<file path="config.mk">
export PLATFORM = sky130hd
export DESIGN_NAME = imm_extend_pipe
export DESIGN_NICKNAME = d
export VERILOG_FILES = /design/src/rtl/imm_extend_pipe.sv
export SDC_FILE = /design/constraint.sdc
export NUM_CORES = 1
export LEC_CHECK = 0
export ABC_AREA = 1
export BUFFER_PORTS_ARGS = -buffer_cell sky130_fd_sc_hd__buf_2
export CAP_MARGIN = 5
export CORE_MARGIN = 1
export CORE_UTILIZATION = 45
export CTS_BUF_LIST = sky130_fd_sc_hd__clkbuf_4 sky130_fd_sc_hd__clkbuf_8
export CTS_CLUSTER_DIAMETER = 80
export CTS_CLUSTER_SIZE = 20
export DETAILED_ROUTE_END_ITERATION = 6
export PLACE_DENSITY = 0.68
export SKIP_LAST_GASP = 1
export SLEW_MARGIN = 10
export SYNTH_ARGS = -nofsm -noshare
export SYNTH_HDL_FRONTEND = slang
export SYNTH_SLANG_ARGS = --single-unit
</file>
<file path="constraint.sdc">
create_clock -name clk -period 1.7 [get_ports clk]
set_clock_uncertainty 0.05 [all_clocks]
set_input_delay 0.34 -clock clk [delete_from_list [all_inputs] [get_ports clk]]
set_output_delay 0.34 -clock clk [all_outputs]
set_load 0.02 [all_outputs]
</file>
<file path="src/rtl/imm_extend_pipe.sv">
// imm_extend_pipe: decode-stage immediate generator.
// The instruction word and format select are decoded combinationally, then the
// XLEN-wide immediate, illegal-format flag and tag are registered behind a
// two-entry (main + skid) buffer so downstream stalls never drop or repeat data.
//
// Handshake: a transfer happens on an edge where valid && ready are both high
// on that side. in_ready is !skid_valid, a pure register output, so it never
// depends combinationally on out_ready. Once out_valid is high, out_* hold
// steady until the cycle that out_ready accepts them.
module imm_extend_pipe #(
  parameter int XLEN  = 32,
  parameter int TAG_W = 32
) (
  input  logic             clk,
  input  logic             rst_n,
  input  logic             flush,
  input  logic             in_valid,
  output logic             in_ready,
  input  logic [31:0]      instr,
  input  logic [2:0]       ImmSrc,
  input  logic [TAG_W-1:0] in_tag,
  output logic             out_valid,
  input  logic             out_ready,
  output logic [XLEN-1:0]  out_imm,
  output logic             out_err,
  output logic [TAG_W-1:0] out_tag
);

  // Opcode bits carry no immediate information in any format.
  logic unused_opcode;
  assign unused_opcode = ^instr[6:0];

  logic [31:0]      imm32;
  logic             imm_err;
  logic [XLEN-1:0]  imm_ext;

  logic             main_valid;
  logic [XLEN-1:0]  main_imm;
  logic             main_err;
  logic [TAG_W-1:0] main_tag;

  logic             skid_valid;
  logic [XLEN-1:0]  skid_imm;
  logic             skid_err;
  logic [TAG_W-1:0] skid_tag;

  logic in_xfer;
  logic main_free;

  // Decode the 32-bit immediate for the selected format; 111 flags an error.
  always_comb begin
    imm32   = '0;
    imm_err = 1'b0;
    case (ImmSrc)
      3'b000:  imm32 = {{20{instr[31]}}, instr[31:20]};
      3'b001:  imm32 = {{20{instr[31]}}, instr[31:25], instr[11:7]};
      3'b010:  imm32 = {{19{instr[31]}}, instr[31], instr[7], instr[30:25],
                        instr[11:8], 1'b0};
      3'b011:  imm32 = '0;
      3'b100:  imm32 = {instr[31:12], 12'b0};
      3'b101:  imm32 = {{11{instr[31]}}, instr[31], instr[19:12], instr[20],
                        instr[30:21], 1'b0};
      3'b110:  imm32 = {27'b0, instr[19:15]};
      default: imm_err = 1'b1;
    endcase
  end

  // Widen to XLEN. Bit 31 is already 0 for the R, Z and illegal cases, so a
  // single sign-replication covers both signed and zero-extended formats.
  always_comb begin
    imm_ext        = '0;
    imm_ext[31:0]  = imm32;
    for (int i = 32; i < XLEN; i++) begin
      imm_ext[i] = imm32[31];
    end
  end

  assign in_xfer   = in_valid && in_ready;
  // Main can take new data when empty or when its contents leave this cycle.
  assign main_free = !main_valid || out_ready;

  // Main/skid storage: skid always drains into main before any new input,
  // which keeps the order strictly FIFO.
  always_ff @(posedge clk or negedge rst_n) begin
    if (!rst_n) begin
      main_valid <= 1'b0;
      main_imm   <= '0;
      main_err   <= 1'b0;
      main_tag   <= '0;
      skid_valid <= 1'b0;
      skid_imm   <= '0;
      skid_err   <= 1'b0;
      skid_tag   <= '0;
    end else if (flush) begin
      // Data fields are left as-is; only the valid bits matter.
      main_valid <= 1'b0;
      skid_valid <= 1'b0;
    end else if (main_free) begin
      if (skid_valid) begin
        // in_ready is low while skid is valid, so no input can arrive here.
        main_valid <= 1'b1;
        main_imm   <= skid_imm;
        main_err   <= skid_err;
        main_tag   <= skid_tag;
        skid_valid <= 1'b0;
      end else begin
        main_valid <= in_xfer;
        if (in_xfer) begin
          main_imm <= imm_ext;
          main_err <= imm_err;
          main_tag <= in_tag;
        end
      end
    end else if (in_xfer) begin
      // Main is held by a stalled consumer: park the input in skid.
      skid_valid <= 1'b1;
      skid_imm   <= imm_ext;
      skid_err   <= imm_err;
      skid_tag   <= in_tag;
    end
  end

  assign in_ready  = !skid_valid;
  assign out_valid = main_valid;
  assign out_imm   = main_imm;
  assign out_err   = main_err;
  assign out_tag   = main_tag;

endmodule

</file>
# Word-level counts from Yosys, hierarchy flattened
# Cells that the tools add are included.
[word_totals] regBits=132 input_bits=72 out_inout_bits=67 word_cells=41
[classes] eq_ne=6 mux=14 bitwise_logic=2 reduce_logical=11
[ops] operator="$pmux 32 s6" n=1
[ops] operator="$mux 32" n=4
[ops] operator="$eq 3x3->1 const B" n=3
[ops] operator="$mux 1" n=9
[ops] operator="$reduce_or 7->1" n=1
[ops] operator="$eq 3x2->1 const B" n=2
[ops] operator="$reduce_and 3->1" n=2
[ops] operator="$reduce_bool 2->1" n=2
[ops] operator="$eq 3x1->1 const B" n=1
[ops] operator="$logic_not 3->1" n=1
[ops] operator="$reduce_bool 3->1" n=1
[ops] operator="$logic_not 1->1" n=2
[ops] operator="$not 1->1" n=2
[ops] operator="$logic_and 1x1->1" n=1
[ops] operator="$logic_or 1x1->1" n=1

# Depth between registers and ports, before layout
[depth] depth_word=5 ltp_mapped=9 mapped_depth_nobuf=7

# Least setup slack after synthesis
# OpenSTA, ideal clock, no wires.
[synth_timing] path_type="register to output" from="register skid_valid" to="output in_ready" arrival_time_ps=969 required_time_ps=1310 slack_ps=341 path_stages_with_launch=5 path_buffers=3 cell_sequence="dfrtp_1 buf_6 inv_2 buf_6 buf_2"
[synth_between] elab_chain_len=1
[synth_lines] item="start, declared" line_no="42" source="logic skid_valid;"
[synth_lines] item="start signal, assigned" line_no="90" source="skid_valid <= 1'b0;"
[synth_lines] item="start signal, assigned" line_no="97" source="skid_valid <= 1'b0;"
[synth_lines] item="start signal, assigned" line_no="105" source="skid_valid <= 1'b0;"
[synth_lines] item="$logic_not 1->1" line_no="123" source="assign in_ready = !skid_valid;"
[synth_lines] item="end, declared" line_no="18" source="output logic in_ready,"
# Every way passes these cells.

# Worst setup path after layout
# Ends and elaborated chain as after synthesis.

==> impl_metrics.csv <==
group,metric,value,unit
worst_hold_path,holdCritPathClass,"in -> reg",
clocking,path_clk_slew,0.07,ns
worst_setup_path,endpoint_kind,"primary output",
clocking,htree_levels,4,
worst_setup_path,crit_required,1.31,ns
placed_design,place.port_buffers,131,
layout,layout_common_cells,"nand2_1 (259), dfrtp_1 (131), buf_2 (130)",
placed_design,hpwl,10100,um
sta,worst_pin_slew,0.425,ns
worst_setup_path,crit_chain,"inv_6 -> buf_2",
floorplanning,start_util,46.4,%
floorplanning,rows,43,
floorplanning,dieArea,14900,um2
placed_design,place_area,7270,um2
synth,yosys_register_bits,132,
worst_setup_path,cp.arrival,1.24,ns
synth,synth_top_area_cell,"dfrtp_1",
layout,syn_to_final_growth,18.8,%
synth,yosysSeqAreaShare,51.0,%
power,switching_power,2.61,mW
synth,synth.cell_area,6470,um2
clocking,clk_latency,0.44,ns
grt,grt_max_degree,65,
clocking,cts_max_path_buffers,2,
layout,n_antenna_cell,0,
worst_setup_path,path_class,"reg -> out",
placed_design,place_congestion,0.847,
detailed_routing,viasPerCell,4.96,
sta,fmax,615,MHz
worst_setup_path,reg2reg_from,"skid_valid$_DFFE_PN0P_",
worst_setup_path,critical-path-max-stage-delay,0.48,ns
synth,synthDistinctLibCells,25,
detailed_routing,drt-wirelength-per-cell,13.5,um
power,p_comb_share,21.7,%
synth,syn-instance-count,791,
worst_setup_path,reg2reg_depth,6,
clocking,clock-sinks,132,
clocking,post-cts-setup-buffers,0,
floorplanning,die-height,122,um
detailed_routing,via_count,5479,
grt,grt-ovfl-total,0,
clocking,cts_buffers,17,
clocking,cts_tree,"yes",
power,clock_power_share,31.1,%
flow_run,maxCapViolations,0,
worst_hold_path,min_path_cells,3,
layout,n_fill_cell,1330,
layout,final_common_cell,"nand2_1",
power,p_total,8.63,mW
layout,fin_area,7690,um2
detailed_routing,drc,0,
sta,fin_crit_sh,95.7,%
synth,synth_area_leaders,"dfrtp_1 (51%), nand2_1 (15%), o21ai_0 (5.3%)",
worst_hold_path,hold-path-endpoint,"skid_tag[23]$_DFFE_PN0P_",
sta,fin_crit,1.63,ns
power,power.density,1120,nW/um2
layout,final_util,55.2,%
worst_setup_path,cp_slowest_cell,"dfrtp_2",
floorplanning,die_w,122,um
worst_setup_path,regToRegSetupSlack,0.17,ns
sta,relSlewSlack,71.7,%
grt,track_usage,21.4,%
sta,hold_viol_final,0,
worst_setup_path,critPathLaunchType,"flip-flop",
sta,finalSetupViolCount,0,
synth,synth_top_area_share,51.0,%
layout,drive_gt1_share,25.3,%
floorplanning,boundaryPins,139,
status,status,"finished, final reports clean",
synth,yosysWarnings,0,
grt,grt_pass1_vias,5002,
detailed_routing,dr.pass1.iters,5,
detailed_routing,wl,14900,um
sta,drv_slew,0,
worst_hold_path,hold_path.startpoint,"in_tag[23]",
power,p_int,6.01,mW
power,p_sw_share,30.3,%
clocking,cts_root_buf,"clkbuf_8",
detailed_routing,ant_nets,0,
worst_setup_path,r2r_end,"out_imm[7]$_DFFE_PN0P_",
sta,fin_tns_setup,0,ns
grt,antenna_found_initial,0,
power,leakage,4.26,nW
layout,nets,986,
synth,postSynthAreaPerCell,8.18,um2
power,p_seq_share,47.2,%
floorplanning,core,13900,um2
power,peakVddDrop,0.509,mV
sta,grt_setup_unrepaired,"no",
grt,grt_pass1_wl,24600,um
worst_setup_path,critical_path.max_fanout,7,
synth,syn-num-nets,863,
detailed_routing,drt_iter0_drc,401,
stage by stage:
stage / std cells / setup slack [ns] / hold WS [ns]
6_report: 1105 / 0.0733 / 0.102
3_5_place_dp: 1074 / 0.108 / 0.232
2_1_floorplan: 791 / 0.341 / -0.00559
5_1_grt: 1105 / 0.0194 / 0.0863
4_1_cts: 1105 / 0.0240 / 0.0773
3_3_place_gp: 1074 / 0.123 / 0.232
layer usage:
layer	share of wire, %	wire [um]	vias to the layer above	GRT usage [%]
met3	5.3	785	10	5.38
met5	0	0	-	0
li1	-	-	2792	-
met1	49	7240	2537	29.7
met4	0.62	92	0	6.64
met2	45	6750	140	32.7
synth_stat cells (all sizes together):
library cell / n
a2bb2oi: 3
o21ai: 142
nand3: 52
inv: 76
a21oi: 16
o211ai: 1
clkinv: 1
clkbuf: 11
dfrtp: 132
nand2: 261
buf: 43
nor3: 1
nand4: 21
nor2: 31
layout make-up:
class                   instances  area [um2]  share of cell area [%]
repair buffers                158         955                    12.4
well taps                     180         225                    2.93
clock buffers                  26         333                    4.33
inverters                      77         294                    3.82
flip-flops and latches        132        3300                    43.0
clock inverters                 4        70.1                   0.911
multi-input cells             528        2510                    32.6
cells by family (layout without fill, tap and decap cells):
| group | count (synthesis) | in the layout | share of synthesized area (%) |
|---|---|---|---|
| and+or+nand+nor | 366 | 366 | 24.1 |
| AOI/OAI and AO/OA | 162 | 162 | 14.7 |
| buffers and inverters | 131 | 265 | 10.2 |
| DFF | 132 | 132 | 51.0 |
critical path: cells and delay by family (launching register included):
family	cells	cell delay, ns
buf+inv	2	0.31
flops	1	0.48
power by group through the flow:
stage	logic, mW	clock network, mW	registers [mW]
detailed placement	1.89	0	4.13
floorplan	0.945	0	4.41
CTS	1.90	2.75	4.08
global route	2.12	2.89	4.15
finish	1.87	2.68	4.08
global placement	1.85	0	4.11
state kept, by name, summed over array words and instances (netlist names):
| register | cells |
|---|---|
| skid_imm | 32 |
| skid_valid | 1 |
| skid_err | 1 |
| out_tag | 32 |
| skid_tag | 32 |
| out_err | 1 |
| out_imm | 32 |
| out_valid | 1 |
worst max-delay path by stage:
stage | from | to | slack, ns
2_1_floorplan | skid_valid$_DFFE_PN0P_ | in_ready | 0.34
3_3_place_gp | ImmSrc[2] | out_imm[23]$_DFFE_PN0P_ | 0.12
3_5_place_dp | ImmSrc[2] | out_imm[23]$_DFFE_PN0P_ | 0.11
4_1_cts | skid_valid$_DFFE_PN0P_ | in_ready | 0.02
5_1_grt | skid_valid$_DFFE_PN0P_ | in_ready | 0.02
6_report | skid_valid$_DFFE_PN0P_ | in_ready | 0.07
what timing repair did:
item / in CTS / in global routing
hold buffers: 1 / 0
resized for setup: 2 / 1
hold endpoints to repair: 36 / 0
setup endpoints to repair: 1 / 1
Power figures use the tool's default switching activity.
